File: src/rtl/neuron_pkg.sv
// Shared definitions for the neuron multiply-accumulate slice.
//   DATA_W_DEF : default width of activations, weights and the saturated sum
//   SAT_MAX    : largest representable output value at the default width
//   state_t    : neuron evaluation states (IDLE / ACCUM / DONE)
package neuron_pkg;

  localparam int unsigned DATA_W_DEF = 4;
  localparam logic [DATA_W_DEF-1:0] SAT_MAX = '1;

  typedef enum logic [1:0] {
    IDLE  = 2'd0,
    ACCUM = 2'd1,
    DONE  = 2'd2
  } state_t;

endpackage

File: src/rtl/neuron_mac_sat_clip.sv
// Combinational saturation of the wide accumulator to the output width.
//   i_acc : full-precision accumulator (ACC_W bits, unsigned)
//   o_sum : i_acc clipped to 2^DATA_W-1
//   o_sat : 1 when i_acc exceeds 2^DATA_W-1
module sat_clip #(
  parameter int unsigned ACC_W  = 11,
  parameter int unsigned DATA_W = 4
) (
  input  logic [ACC_W-1:0]  i_acc,
  output logic [DATA_W-1:0] o_sum,
  output logic              o_sat
);

  // Any set bit above the output width means the value does not fit.
  assign o_sat = |i_acc[ACC_W-1:DATA_W];
  assign o_sum = o_sat ? '1 : i_acc[DATA_W-1:0];

endmodule

File: src/rtl/neuron_mac.sv
// Weighted-sum neuron: accepts N_INPUTS (activation, weight) beats, sums the
// products without wrap, then presents the saturated sum until taken.
//   clk, rst_n         : clock, async active-low reset
//   clr                : synchronous abort, drops any partial/complete result
//   in_valid/in_ready  : input beat handshake, in_data/in_weight unsigned
//   out_valid/out_ready: result handshake, out_sum saturated, out_sat overflow
module neuron_mac
  import neuron_pkg::*;
#(
  parameter int unsigned N_INPUTS = 4,
  parameter int unsigned DATA_W   = DATA_W_DEF
) (
  input  logic              clk,
  input  logic              rst_n,
  input  logic              clr,
  input  logic              in_valid,
  output logic              in_ready,
  input  logic [DATA_W-1:0] in_data,
  input  logic [DATA_W-1:0] in_weight,
  output logic              out_valid,
  input  logic              out_ready,
  output logic [DATA_W-1:0] out_sum,
  output logic              out_sat
);

  localparam int unsigned CNT_W = $clog2(N_INPUTS + 1);
  localparam int unsigned ACC_W = 2 * DATA_W + CNT_W;
  localparam logic [CNT_W-1:0] CNT_LAST = CNT_W'(N_INPUTS);

  state_t                r_state, w_state_nxt;
  logic [ACC_W-1:0]      r_acc,   w_acc_nxt;
  logic [CNT_W-1:0]      r_cnt,   w_cnt_nxt;
  logic [CNT_W-1:0]      w_cnt_inc;
  logic [2*DATA_W-1:0]   w_prod;
  logic                  w_xfer;
  logic [DATA_W-1:0]     w_clip_sum;
  logic                  w_clip_sat;

  assign in_ready  = (r_state != DONE);
  assign out_valid = (r_state == DONE);
  assign w_xfer    = in_valid && in_ready;
  assign w_cnt_inc = r_cnt + CNT_W'(1);
  assign w_prod    = {{DATA_W{1'b0}}, in_data} * {{DATA_W{1'b0}}, in_weight};

  always_ff @(posedge clk or negedge rst_n) begin
    if (!rst_n) begin
      r_state <= IDLE;
      r_acc   <= '0;
      r_cnt   <= '0;
    end else begin
      r_state <= w_state_nxt;
      r_acc   <= w_acc_nxt;
      r_cnt   <= w_cnt_nxt;
    end
  end

  always_comb begin
    w_state_nxt = r_state;
    w_acc_nxt   = r_acc;
    w_cnt_nxt   = r_cnt;
    if (clr) begin
      w_state_nxt = IDLE;
      w_acc_nxt   = '0;
      w_cnt_nxt   = '0;
    end else begin
      case (r_state)
        IDLE, ACCUM: begin
          // IDLE and ACCUM share the accumulate path; IDLE holds a zero
          // accumulator, so N_INPUTS=1 goes straight to DONE.
          if (w_xfer) begin
            w_acc_nxt   = r_acc + ACC_W'(w_prod);
            w_cnt_nxt   = w_cnt_inc;
            w_state_nxt = (w_cnt_inc == CNT_LAST) ? DONE : ACCUM;
          end
        end
        DONE: begin
          if (out_ready) begin
            w_state_nxt = IDLE;
            w_acc_nxt   = '0;
            w_cnt_nxt   = '0;
          end
        end
        default: begin
          w_state_nxt = IDLE;
          w_acc_nxt   = '0;
          w_cnt_nxt   = '0;
        end
      endcase
    end
  end

  sat_clip #(
    .ACC_W  (ACC_W),
    .DATA_W (DATA_W)
  ) u_sat_clip (
    .i_acc (r_acc),
    .o_sum (w_clip_sum),
    .o_sat (w_clip_sat)
  );

  // The accumulator is non-zero during ACCUM, so outputs are gated to 0
  // outside DONE.
  assign out_sum = out_valid ? w_clip_sum : '0;
  assign out_sat = out_valid && w_clip_sat;

endmodule

File: config.mk
export PLATFORM = sky130hd
export DESIGN_NAME = neuron_mac
export DESIGN_NICKNAME = d
export VERILOG_FILES = /design/src/rtl/neuron_pkg.sv /design/src/rtl/neuron_mac_sat_clip.sv /design/src/rtl/neuron_mac.sv
export SDC_FILE = /design/constraint.sdc
export NUM_CORES = 1
export LEC_CHECK = 0
export ABC_AREA = 1
export CAP_MARGIN = 20
export CORE_UTILIZATION = 25
export CTS_BUF_LIST = sky130_fd_sc_hd__clkbuf_8
export DETAILED_ROUTE_END_ITERATION = 6
export GPL_ROUTABILITY_DRIVEN = 0
export PLACE_DENSITY = 0.5
export SETUP_SLACK_MARGIN = 0.2
export SYNTH_ARGS = -nofsm -noshare
export SYNTH_HDL_FRONTEND = slang
export SYNTH_SLANG_ARGS = --single-unit
File: constraint.sdc
create_clock -name clk -period 2.17 [get_ports clk]
set_input_delay 0.434 -clock clk [delete_from_list [all_inputs] [get_ports clk]]
set_output_delay 0.434 -clock clk [all_outputs]
set_load 0.02 [all_outputs]
==> results by group <==
Layout
  – Fraction of layout instances using a drive strength above 1: 39.2%
  – Top library cells by usage in the layout, fill and taps aside: 44 x nand2_1, 35 x inv_1, 26 x buf_4, 16 x dfrtp_1
  – Number of non-filler instances in the completed layout: 338
  – Combined area of the multi-input logic cells: 1250 um^2
  – Flip-flop and latch area: 400 um^2
  – Total of fill cells in the finished design: 630
  – Post-layout net count: 306
  – Most frequent standard cell in the layout excluding fill and tap cells: nand2_1
  – P&R area growth vs syn: 49.1%
  – Number of diodes added for antenna fixing: 0

STA
  – Final worst-path setup slack: -0.623 ns
  – Worst max-slew margin expressed relative to the limit: 80.3%
  – Fraction of the cycle the final worst path needs: 129%
  – Final-layout worst hold slack: 0.492 ns
  – Final Critical Period: 2.79 ns
  – Transition at the pin with the smallest max-transition slack: 0.294 ns
  – Number of setup violations in the final report: 9
  – Achievable clock frequency: 358 MHz
  – RSZ-0062 raised after global routing: true
  – Max Slew Vio Count: 0
  – Setup total negative slack: -4.56 ns
  – Hold Fails Final Rpt: 0
  – Clock Skews: 0.00430 ns

GRT
  – Gr usage total: 12.6%
  – First-pass GRT wire length: 6.52 mm
  – Largest net degree at the start of global routing: 17
  – Initial antenna violation count: 0
  – Number of global-route vias before repair: 1515
  – Total overflow reported by the global router: 0

Clock tree
  – Root buffer cell: clkbuf_8
  – Clock sink total: 16
  – Number of buffers inserted for hold repair after clock tree synthesis: 0
  – CTS buffer count: 3
  – CTS Buffer Depth: 2
  – Clk pin slew, worst setup/hold paths: 0.07 ns
  – Source-to-sink clock delay at the later pin of the worst-skew pair: 0.26 ns
  – CTS H-tree lvls: 1
  – CTS tree: yes

Floorplan
  – Horizontal extent of the die: 82.3 um
  – Core area: 6060 um^2
  – Num ports: 20
  – Initial standard-cell utilization of the core: 26.6%
  – Cell row count: 28
  – Die ar.: 6770 um^2
  – Overall die height: 82.3 um

Detailed routing
  – DRC viols: 0
  – Iter 0 DRT Violations: 51
  – Vias per Instance: 4.30
  – Final ANT Viol Nets: 0
  – DR vias: 1454
  – Aggregate routed wire length: 3.83 mm
  – Wire length per cell after detailed routing: 11.3 um
  – Number of iterations in the first detailed-routing pass: 4

Outcome
  – Violations in the final reports: setup timing
  – Status: complete, but fails checks

Synthesis
  – Xor/xnor cell area share of the yosys netlist: 1.63%
  – Combinational family with the most area after synthesis: adder cells
  – Synth Area in Adders: 26.7%
  – Fraction of synthesized area in multiplexers: 0%
  – Compound-gate portion of the synthesized area: 12.0%
  – Synthesized area per cell: 7.60 um^2
  – Syn Nets: 254
  – Cell count after synthesis: 212
  – Number of library cell types mapped by synthesis: 28
  – Synthesis-stage register bit count: 16
  – Simple-gate share of the synthesized area: 23.0%
  – Total of warnings raised by yosys: 0
  – Post-synthesis instance area: 1610 um^2
  – Register area share after synthesis: 24.8%

Setup path
  – Library cell contributing the largest single delay on the critical path: fa_1
  – Delay of the slowest cell on the worst path: 0.56 ns
  – Arrival @ worst endpoint: 2.93 ns
  – Most common cell on crit path: nand2_1
  – Maximum net fanout on the critical path: 4
  – CP bufs+invs: 4
  – Critical path class: input port to register
  – Category of cells accounting for the largest share of critical-path delay: adder cells
  – Cells along the critical path: buf_6 > nand2_1 > inv_2 > fa_1 > ha_1 > inv_1 > fa_1 > inv_2 > ha_4 > a21oi_4 > nand2_4 > a21oi_2 > nand2_1 > nand2_1 > o21ai_0
  – Worst endpoint required time: 2.31 ns
  – Kind of launch point of the worst setup path: input port
  – Crit path capture type: register

Placement
  – Input/output buffers: 19
  – Hpwl dp: 2.94 mm
  – DP Cell Count: 327

Power
  – Worst supply voltage drop on vdd: 388 uV
  – Pwr per Cell Area: 711 nW/um^2
  – Standby leakage power: 1.31 nW

Run
  – Max-capacitance violation count: 0

Min path
  – Worst min-delay path class: input port to asynchronous set/reset pin
-- timing repair --
action | in CTS | in global routing
hold endpoints to repair | 0 | 0
pin swaps | 31 | 18
gates resized for setup | 94 | 14
endpoints found under the setup margin | 16 | 15
buffers inserted | 5 | 2
-- worst paths after layout --
path / start / end / slack [ns] / depth (start not counted)
setup / recovery: in_data[1] / r_acc[7] / -0.62 / 15
hold reg to reg: r_cnt[2] / r_cnt[2] / 0.51 / 2
min in group clk: r_cnt[2] / r_cnt[2] / 0.51 / 2
setup reg to reg: r_acc[6] / r_acc[10] / 0.09 / 11
max in group asynchronous: rst_n / r_acc[10] / 1.49 / 2
hold / removal: rst_n / r_acc[8] / 0.49 / 2
-- stage by stage --
| stage | setup slack [ns] | total power, mW | cell area, um^2 | utilization, % |
|---|---|---|---|---|
| 2_1_floorplan | -0.652 | 0.862 | 1720 | - |
| 3_5_place_dp | -1.47 | 1.12 | 2160 | 35.6 |
| 6_report | -0.623 | 1.71 | 2400 | 39.6 |
| 5_1_grt | -0.727 | 1.85 | 2400 | 39.6 |
| 3_3_place_gp | -1.43 | 1.12 | 2160 | 35.6 |
| 4_1_cts | -0.663 | 1.60 | 2360 | 38.9 |
-- report_power, final --
part / internal (mW) / switching, mW
registers: 0.335 / 0.0216
logic: 0.540 / 0.533
clock network: 0.161 / 0.117
-- sequential cells by signal, summed over array words and instances, names as in the netlist --
register  count
r_acc        11
r_cnt         3
r_state       2
-- cell usage after synthesis --
library cell / count / area, um^2
or2_1: 1 / 6.26
inv_4: 1 / 6.26
o22ai_1: 3 / 18.8
nand3b_1: 1 / 7.51
o21ai_2: 1 / 8.76
nand3_2: 1 / 10.0
nand4_1: 1 / 6.26
dfrtp_1: 16 / 400
a22o_2: 1 / 10.0
nor2_4: 1 / 11.3
nor2_2: 2 / 12.5
xnor2_1: 3 / 26.3
inv_1: 47 / 176
a21boi_4: 1 / 18.8
a21oi_1: 9 / 45.0
nand2_4: 2 / 22.5
nand3_1: 6 / 30.0
nand2_1: 56 / 210
o21ai_0: 9 / 45.0
nor2_1: 13 / 48.8
a21o_1: 1 / 7.51
nor3_1: 1 / 5.00
inv_2: 2 / 7.51
ha_1: 20 / 250
a21boi_0: 2 / 15.0
fa_1: 9 / 180
a21oi_2: 1 / 8.76
o21ai_4: 1 / 16.3
-- routing by layer --
layer / wire (um) / up-vias / share of wire [%] / global-route usage (%)
met5: 0 / - / 0 / 0
met4: 13 / 0 / 0.34 / 1.58
met3: 146 / 2 / 3.8 / 2.31
met2: 1890 / 23 / 49 / 22.8
met1: 1780 / 674 / 46 / 15.8
li1: - / 755 / - / -
-- kinds of logic after synthesis --
logic type,Yosys count
AO/OA/AOI/OAI,29
adder cells (fa/ha/maj),29
XOR/XNOR,3
AND/OR/NAND/NOR,85
flip-flops,16
buffers and inverters,50
-- cell type report --
cell class / count / share of cell area, %
tap: 75 / 3.91
inverter: 50 / 7.92
sequential: 16 / 16.7
timing repair buffer: 47 / 17.0
multi-input combinational: 146 / 52.2
clock buffer: 4 / 2.29
Note: power is estimated with default switching activity, not from simulation.
